<file path="config.mk">
export PLATFORM = sky130hd
export DESIGN_NAME = ledmatrix_frame_arbiter
export DESIGN_NICKNAME = d
export VERILOG_FILES = /design/src/rtl/ledmatrix_frame_arbiter.sv
export SDC_FILE = /design/constraint.sdc
export NUM_CORES = 1
export LEC_CHECK = 0
export ABC_AREA = 1
export BUFFER_PORTS_ARGS = -buffer_cell sky130_fd_sc_hd__buf_2
export CAP_MARGIN = 0
export CORE_MARGIN = 2
export CORE_UTILIZATION = 51
export CTS_CLUSTER_SIZE = 12
export DETAILED_ROUTE_END_ITERATION = 12
export PLACE_DENSITY = 0.82
export RECOVER_POWER = 50
export SETUP_SLACK_MARGIN = 0.05
export SYNTH_ARGS = -nofsm -noshare
export SYNTH_HDL_FRONTEND = slang
export SYNTH_SLANG_ARGS = --single-unit
</file>
<file path="constraint.sdc">
create_clock -name clk -period 2.5 [get_ports clk]
set_clock_uncertainty 0.05 [all_clocks]
set_input_delay 0.5 -clock clk [delete_from_list [all_inputs] [get_ports clk]]
set_output_delay 0.5 -clock clk [all_outputs]
set_load 0.01 [all_outputs]
</file>
<file path="src/rtl/ledmatrix_frame_arbiter.sv">
// Two-requester arbiter for the 8x8 LED matrix driver. Frames are latched only on
// scan-frame boundaries, and ownership rotates round-robin after a minimum dwell.
module ledmatrix_frame_arbiter #(
  parameter int DWELL_FRAMES = 4
) (
  input  logic            clk,
  input  logic            rst,
  input  logic [1:0]      req,
  input  logic [7:0][7:0] frame0,
  input  logic [7:0][7:0] frame1,
  input  logic            frame_done,
  output logic [7:0][7:0] matdata,
  output logic            en,
  output logic [1:0]      ack,
  output logic            owner,
  output logic            dbg_state_o
);

  // Handshake: req[i] is a level that may stay high indefinitely; ack[i] pulses for
  // exactly one cycle whenever a frame from requester i appears on matdata.
  typedef enum logic {IDLE = 1'b0, SHOW = 1'b1} state_t;

  localparam logic [7:0] DWELL_MAX = 8'(DWELL_FRAMES - 1);

  state_t          state_q;
  logic [7:0][7:0] matdata_q;
  logic [1:0]      ack_q;
  logic            owner_q;
  logic            last_q;
  logic [7:0]      dwell_q;

  logic            other;
  logic            idle_pick;
  logic            do_switch;
  logic [7:0][7:0] frame_own;
  logic [7:0][7:0] frame_other;
  logic [7:0][7:0] frame_pick;

  assign other       = ~owner_q;
  // On a tie the requester that did not own the display last time wins.
  assign idle_pick   = (req == 2'b11) ? ~last_q : req[1];
  assign do_switch   = req[other] && (!req[owner_q] || (dwell_q == DWELL_MAX));
  assign frame_own   = owner_q   ? frame1 : frame0;
  assign frame_other = other     ? frame1 : frame0;
  assign frame_pick  = idle_pick ? frame1 : frame0;

  always_ff @(posedge clk) begin
    if (rst) begin
      state_q   <= IDLE;
      matdata_q <= '0;
      ack_q     <= 2'b00;
      owner_q   <= 1'b0;
      last_q    <= 1'b1;
      dwell_q   <= 8'd0;
    end else begin
      ack_q <= 2'b00;
      case (state_q)
        IDLE: begin
          if (req != 2'b00) begin
            state_q   <= SHOW;
            owner_q   <= idle_pick;
            last_q    <= idle_pick;
            matdata_q <= frame_pick;
            ack_q     <= idle_pick ? 2'b10 : 2'b01;
            dwell_q   <= 8'd0;
          end
        end
        SHOW: begin
          if (frame_done) begin
            if (do_switch) begin
              owner_q   <= other;
              last_q    <= other;
              matdata_q <= frame_other;
              ack_q     <= other ? 2'b10 : 2'b01;
              dwell_q   <= 8'd0;
            end else if (req[owner_q]) begin
              matdata_q <= frame_own;
              ack_q     <= owner_q ? 2'b10 : 2'b01;
              if (dwell_q != DWELL_MAX) dwell_q <= dwell_q + 8'd1;
            end else begin
              state_q   <= IDLE;
              matdata_q <= '0;
            end
          end
        end
        default: state_q <= IDLE;
      endcase
    end
  end

  assign matdata     = matdata_q;
  assign en          = (state_q == SHOW);
  assign ack         = ack_q;
  assign owner       = owner_q;
  assign dbg_state_o = state_q;

endmodule

</file>
==> results_dict.tcl, run 1 <==
set metrics [dict create \
    status "finished, final reports clean" \
    whs_path_depth 3 \
    hpwlAfterDp_um 13720 \
    power_mw 4.471 \
    dp.cells 1520 \
    seq_area_um2 1546 \
    antenna_found_initial 0 \
    synth_flop_cell "dfxtp_1" \
    peakVddDrop_mv 0.3904 \
    critPathSlowestCell "buf_4" \
    first_pass_iters 6 \
    synth_common_cells "nand2_1, o21ai_0, nand3_1, inv_1, nor2_1" \
    p_per_area_nw_per_um2 558.8 \
    root_buffer "clkbuf_16" \
    syn_avg_cell_area_um2 5.490 \
    final_nets 1489 \
    clk_path_buf_depth 2 \
    ff2ff_path_depth 10 \
    critPathMaxFanout 113 \
    htreeDepth 3 \
    final_cell_count_no_fill 1536 \
    rsz0062_at_grt "false" \
    min_from "frame_done" \
    post_cts_buffers 0 \
    seq_area_frac_synth_pct 22.87 \
    startpoint_type "flip-flop" \
    yosysMostFrequentCell "nand2_1" \
    fin_crit_sh_pct 89.53 \
    finalHoldViolations 0 \
    final_max_slew_viol_count 0 \
    die-height_um 119.0 \
    wl_per_cell_um 14.01 \
    synth_largest_area_cell "dfxtp_1" \
    report.final.setup_viol 0 \
    viasPerCell 5.592 \
    p_leak_nw 3.891 \
    hp-class "input pin to flip-flop" \
    critPathCaptureType "output port" \
    grt_pass1_wl_um 34850 \
    hold_buffers 0 \
    reg2reg_to "dwell_q[2]$_SDFFE_PP0P_" \
    crit_required_ns 1.95 \
    reg2reg_slack_ns 0.39 \
    critPathBufInv 2 \
    drcViolationCount 0 \
    syn2layout_area_growth_pct 18.67 \
    maxCapViolations 0 \
    grt_util_all_layers_pct 29.42 \
    clk_latency_ns 0.35 \
    cts_resized 0 \
    net-switching-power_mw 1.647 \
    comb_power_share_pct 35.0 \
    switching_share_pct 36.84 \
    routabilityCongestion 0.8374 \
    grt_pass1_vias 7287 \
    pwr-share-seq_pct 31.8 \
    grt_max_degree 114 \
    fillCellCount 1295 \
    core_um2 13090 \
    p_int_mw 2.824 \
    wl_um 21530 \
    final.min_clock_period_ns 2.238 \
    crit_chain "buf_4 > buf_2" \
    finalSetupTns_ns 0 \
    synth_fp_nets 1362 \
    r2r-start "dwell_q[0]$_SDFFE_PP0P_" \
    yosysWarnings 0 \
    grt_overflow 0 \
    cts_buffers 9 \
    yosysUniqueCellTypes 20 \
    rows 42 \
    syn_area_um2 6741 \
    clkPwrFrac_pct 33.2 \
    netlist.area_leader.share_pct 22.87 \
    tightest_slew_ns 1.198 \
    timing_worst_setup_path_type "flip-flop to output port" \
    vias 8589 \
    synthArstFlopShare_pct 0 \
    synth.area.top_cells "dfxtp_1, nand2_1, o21ai_0" \
    startpoint "owner$_SDFFE_PP0P_" \
    io_buffers 201 \
    max_stage_delay_ns 0.63 \
    synthCells 1228 \
    whs_endpoint "dbg_state_o$_SDFF_PP0_" \
    multiInputGateArea_um2 4263 \
    layout-drive-gt1-share_pct 13.68 \
    clk_pin_slew_worst_paths_ns 0.07 \
    antenna_left 0 \
    crit_arrival_ns 1.69 \
    ys_ff_latch 77 \
    cts_tree "built" \
    io_pins 202 \
    drt-initial-drc-count 978 \
    die_w_um 119.0 \
    synth_edf_count 0 \
    die_area_um2 14150 \
    num_antenna_cells 0 \
    crit_family "buffers and inverters" \
    relSlewSlack_pct 20.05 \
    cts_sinks 77 \
    start_util_pct 51.52 \
    max_freq_mhz 446.8 \
]
==> cell usage in the layout, fill, tap and decap left out <==
master,n
a21oi_1,69
buf_12,6
buf_2,135
buf_4,19
bufinv_16,2
clkbuf_1,67
clkbuf_16,9
clkbuf_8,2
clkinv_2,2
dfxtp_1,75
dfxtp_2,1
dfxtp_4,1
ha_1,1
inv_1,118
inv_2,4
nand2_1,300
nand2_2,3
nand2_4,2
nand3_1,152
nand4_1,36
nor2_1,96
nor3_1,1
o211ai_1,35
o21a_1,1
o21ai_0,193
o21ai_1,30
==> worst min-delay path: cells and delay by family <==
family	cells	cell delay [ns]
and+or+nand+nor	1	0.03
buffers and inverters	1	0.09
AOI/OAI and AO/OA	1	0.11
==> through the flow <==
step | instance area (um^2) | hold slack (ns) | utilization [%] | worst slack [ns]
finish | 8000 | 0.3692 | 61.14 | 0.2616
global route | 8000 | 0.3798 | 61.14 | 0.1675
CTS | 8085 | 0.3628 | 61.79 | 0.2986
detailed placement | 7759 | 0.3955 | 59.29 | 0.4595
global placement | 7759 | 0.3929 | 59.29 | 0.5102
floorplan | 6741 | 0.3787 | - | 0.8323
==> state kept, by name (all words and copies together), names as in the netlist <==
register     count
dwell_q          8
ack              2
matdata         64
owner            1
dbg_state_o      1
last_q           1
==> cell families (layout without fill, tap and decap cells) <==
family | Yosys count | after routing | synth area share (%)
buffers and inverters | 232 | 364 | 14.09
and+or+nand+nor | 590 | 590 | 37.18
DFF | 77 | 77 | 22.87
adders and majority gates | 1 | 1 | 0.1856
AOI/OAI and AO/OA | 328 | 328 | 25.69
==> how the worst max path moves through the flow <==
stage,slack (ns),end,cells after the start
2_1_floorplan,0.83,ack[0]$_SDFF_PP0_,10
5_1_grt,0.17,dwell_q[4]$_SDFFE_PP0P_,10
4_1_cts,0.30,owner,2
6_report,0.26,owner,2
3_3_place_gp,0.51,dwell_q[2]$_SDFFE_PP0P_,10
3_5_place_dp,0.46,dwell_q[2]$_SDFFE_PP0P_,10
==> power by group through the flow <==
stage / logic [mW] / clock network, mW / registers [mW]
finish: 1.56 / 1.48 / 1.42
global route: 1.76 / 1.55 / 1.44
CTS: 1.58 / 1.50 / 1.42
detailed placement: 1.58 / 0 / 1.44
global placement: 1.54 / 0 / 1.44
floorplan: 1.02 / 0 / 1.50
==> final cells by class <==
cell class / instances / area share [%]
clock buffer: 12 / 3.206
inverter: 122 / 5.724
tap: 176 / 2.753
timing repair buffer: 226 / 14.83
multi-input combinational: 919 / 53.28
sequential: 77 / 19.33
clock inverter: 4 / 0.8758
==> per-layer routing <==
layer | up-vias | track usage (%) | wire (um)
met3 | 38 | 3.831 | 1754
li1 | 4315 | - | -
met1 | 3797 | 39.40 | 9248
met4 | 0 | 11.83 | 486
met5 | - | 0 | 0
met2 | 439 | 47.92 | 10040
No activity file was read; power rests on OpenSTA's default activity.
==> run 2, diff against run 1 <==
--- a/config.mk
+++ b/config.mk
@@ -12,6 +12,7 @@
 export CORE_UTILIZATION = 51
 export CTS_CLUSTER_SIZE = 12
 export DETAILED_ROUTE_END_ITERATION = 12
+export MAX_ROUTING_LAYER = met4
 export PLACE_DENSITY = 0.82
 export RECOVER_POWER = 50
 export SETUP_SLACK_MARGIN = 0.05
==> run 2 against run 1 <==
Compared with the run above:
- global-route usage up 0.89 points
- fmax up 0.22%
- clock-buffer cell count up 2
- final cell count about the same
- first-iteration DRC count down 15%
- critical path depth unchanged
- sequential power about the same
- flip-flop and latch count unchanged
- clock power down 12%
- via count down 0.30%
- critical endpoint is now dbg_state_o
==> results_dict.tcl, run 2 (synthesis gave the netlist of run 1 again) <==
set metrics [dict create \
    cts_buffers 9 \
    critPathSlowestCell "clkbuf_2" \
    root_buffer "clkbuf_16" \
    cts_tree "built" \
    wl_um 21460 \
    tightest_slew_ns 0.9103 \
    io_buffers 201 \
    rows 42 \
    cts_sinks 77 \
    start_util_pct 51.52 \
    rsz0062_at_grt "false" \
    antenna_left 0 \
    placed_cell_area_um2 7754 \
    die_area_um2 14150 \
    crit_arrival_ns 1.68 \
    layout_common_cells "nand2_1, o21ai_0, nand3_1" \
    timing_worst_setup_path_type "flip-flop to output port" \
    htreeDepth 3 \
    grt_pass1_wl_um 34980 \
    maxCapViolations 0 \
    grt_util_all_layers_pct 30.31 \
    fin_crit_sh_pct 89.34 \
    place_ws_ns 0.4847 \
    die_w_um 119.0 \
    final_common_cell "nand2_1" \
    report.final.setup_viol 0 \
    crit_chain "clkbuf_2 > buf_2" \
    final_nets 1490 \
    peakVddDrop_mv 0.3026 \
    final.min_clock_period_ns 2.234 \
    p_per_area_nw_per_um2 537.7 \
    cts_resized 0 \
    routabilityCongestion 0.9105 \
    viasPerCell 5.571 \
    vias 8563 \
    grt_max_degree 183 \
    drt-initial-drc-count 832 \
    finalInstanceArea_um2 7946 \
    first_pass_iters 5 \
    clk_latency_ns 0.35 \
    core_um2 13090 \
    drcViolationCount 0 \
    die-height_um 119.0 \
    final_max_slew_viol_count 0 \
    finalSetupTns_ns 0 \
    antenna_found_initial 0 \
    io_pins 202 \
    power_mw 4.273 \
    status "finished, final reports clean" \
    syn2layout_area_growth_pct 17.87 \
    crit_family "buffers and inverters" \
    fillCellCount 1365 \
    hold_buffers 0 \
    clk_path_buf_depth 2 \
    relSlewSlack_pct 39.31 \
    max_freq_mhz 447.7 \
    startpoint_type "flip-flop" \
    finalHoldViolations 0 \
    grt_overflow 0 \
    grt_pass1_vias 7378 \
    hp-class "input pin to flip-flop" \
    clk_pin_slew_worst_paths_ns 0.06 \
    p_leak_nw 3.860 \
    critPathCaptureType "output port" \
    wl_per_cell_um 13.96 \
    postLayoutCoreUtil_pct 60.73 \
    critPathMaxFanout 40 \
    layout-drive-gt1-share_pct 13.60 \
    setup_slack_ns 0.2664 \
    critPathBufInv 2 \
    crit_required_ns 1.95 \
    largest_register_ffs 64 \
    max_stage_delay_ns 0.71 \
    hpwlAfterDp_um 14040 \
    post_cts_buffers 0 \
]
[run 2: layout make-up]
type,instances,area [um^2],share of cell area (%)
flip-flops and latches,77,1546,19.46
clock inverters,1,5.005,0.06298
inverters,122,457.9,5.763
well taps,176,220.2,2.771
diodes,1,2.502,0.03149
repair buffers,227,1175,14.79
clock buffers,14,274.0,3.448
multi-input cells,919,4265,53.68
[run 2: stage by stage]
step | hold WS [ns] | cells
finish | 0.3893 | 1537
global route | 0.4020 | 1536
CTS | 0.3767 | 1536
detailed placement | 0.3939 | 1521
global placement | 0.3987 | 1521
floorplan | 0.3787 | 1228
[run 2: worst register-to-register path: stages, from the launching register on]
cell      delay [ns]
dfxtp_4         0.43
inv_2           0.30
nand2_1         0.11
nand2_2         0.22
clkbuf_2        0.48
nand3_1         0.16
nand3_1         0.11
nand3_1         0.11
nand2_1         0.07
inv_1           0.03
[run 2: per-layer routing]
| layer | part of all wire [%] | track usage, % | vias up |
|---|---|---|---|
| met2 | 46 | 47.84 | 394 |
| met4 | 3.0 | 13.17 | 0 |
| met3 | 7.4 | 4.646 | 59 |
| met1 | 43 | 38.55 | 3789 |
| li1 | - | - | 4321 |
| met5 | 0 | - | - |
[run 2: path summary, 6_finish.rpt]
kind                           from                  endpoint  slack [ns]  cells past startpoint
max          dbg_state_o$_SDFF_PP0_               dbg_state_o        0.27                      2
min                      frame_done    dbg_state_o$_SDFF_PP0_        0.39                      3
max reg2reg      owner$_SDFFE_PP0P_  matdata[54]$_SDFFE_PP0P_        0.34                      9
min reg2reg     last_q$_SDFFE_PP1P_       last_q$_SDFFE_PP1P_        0.42                      2
[run 2: report_power, final]
part           switching [mW]  internal, mW  leakage (nW)
registers              0.0764          1.35         0.639
logic                    1.01         0.538          3.08
clock network           0.547         0.749         0.139
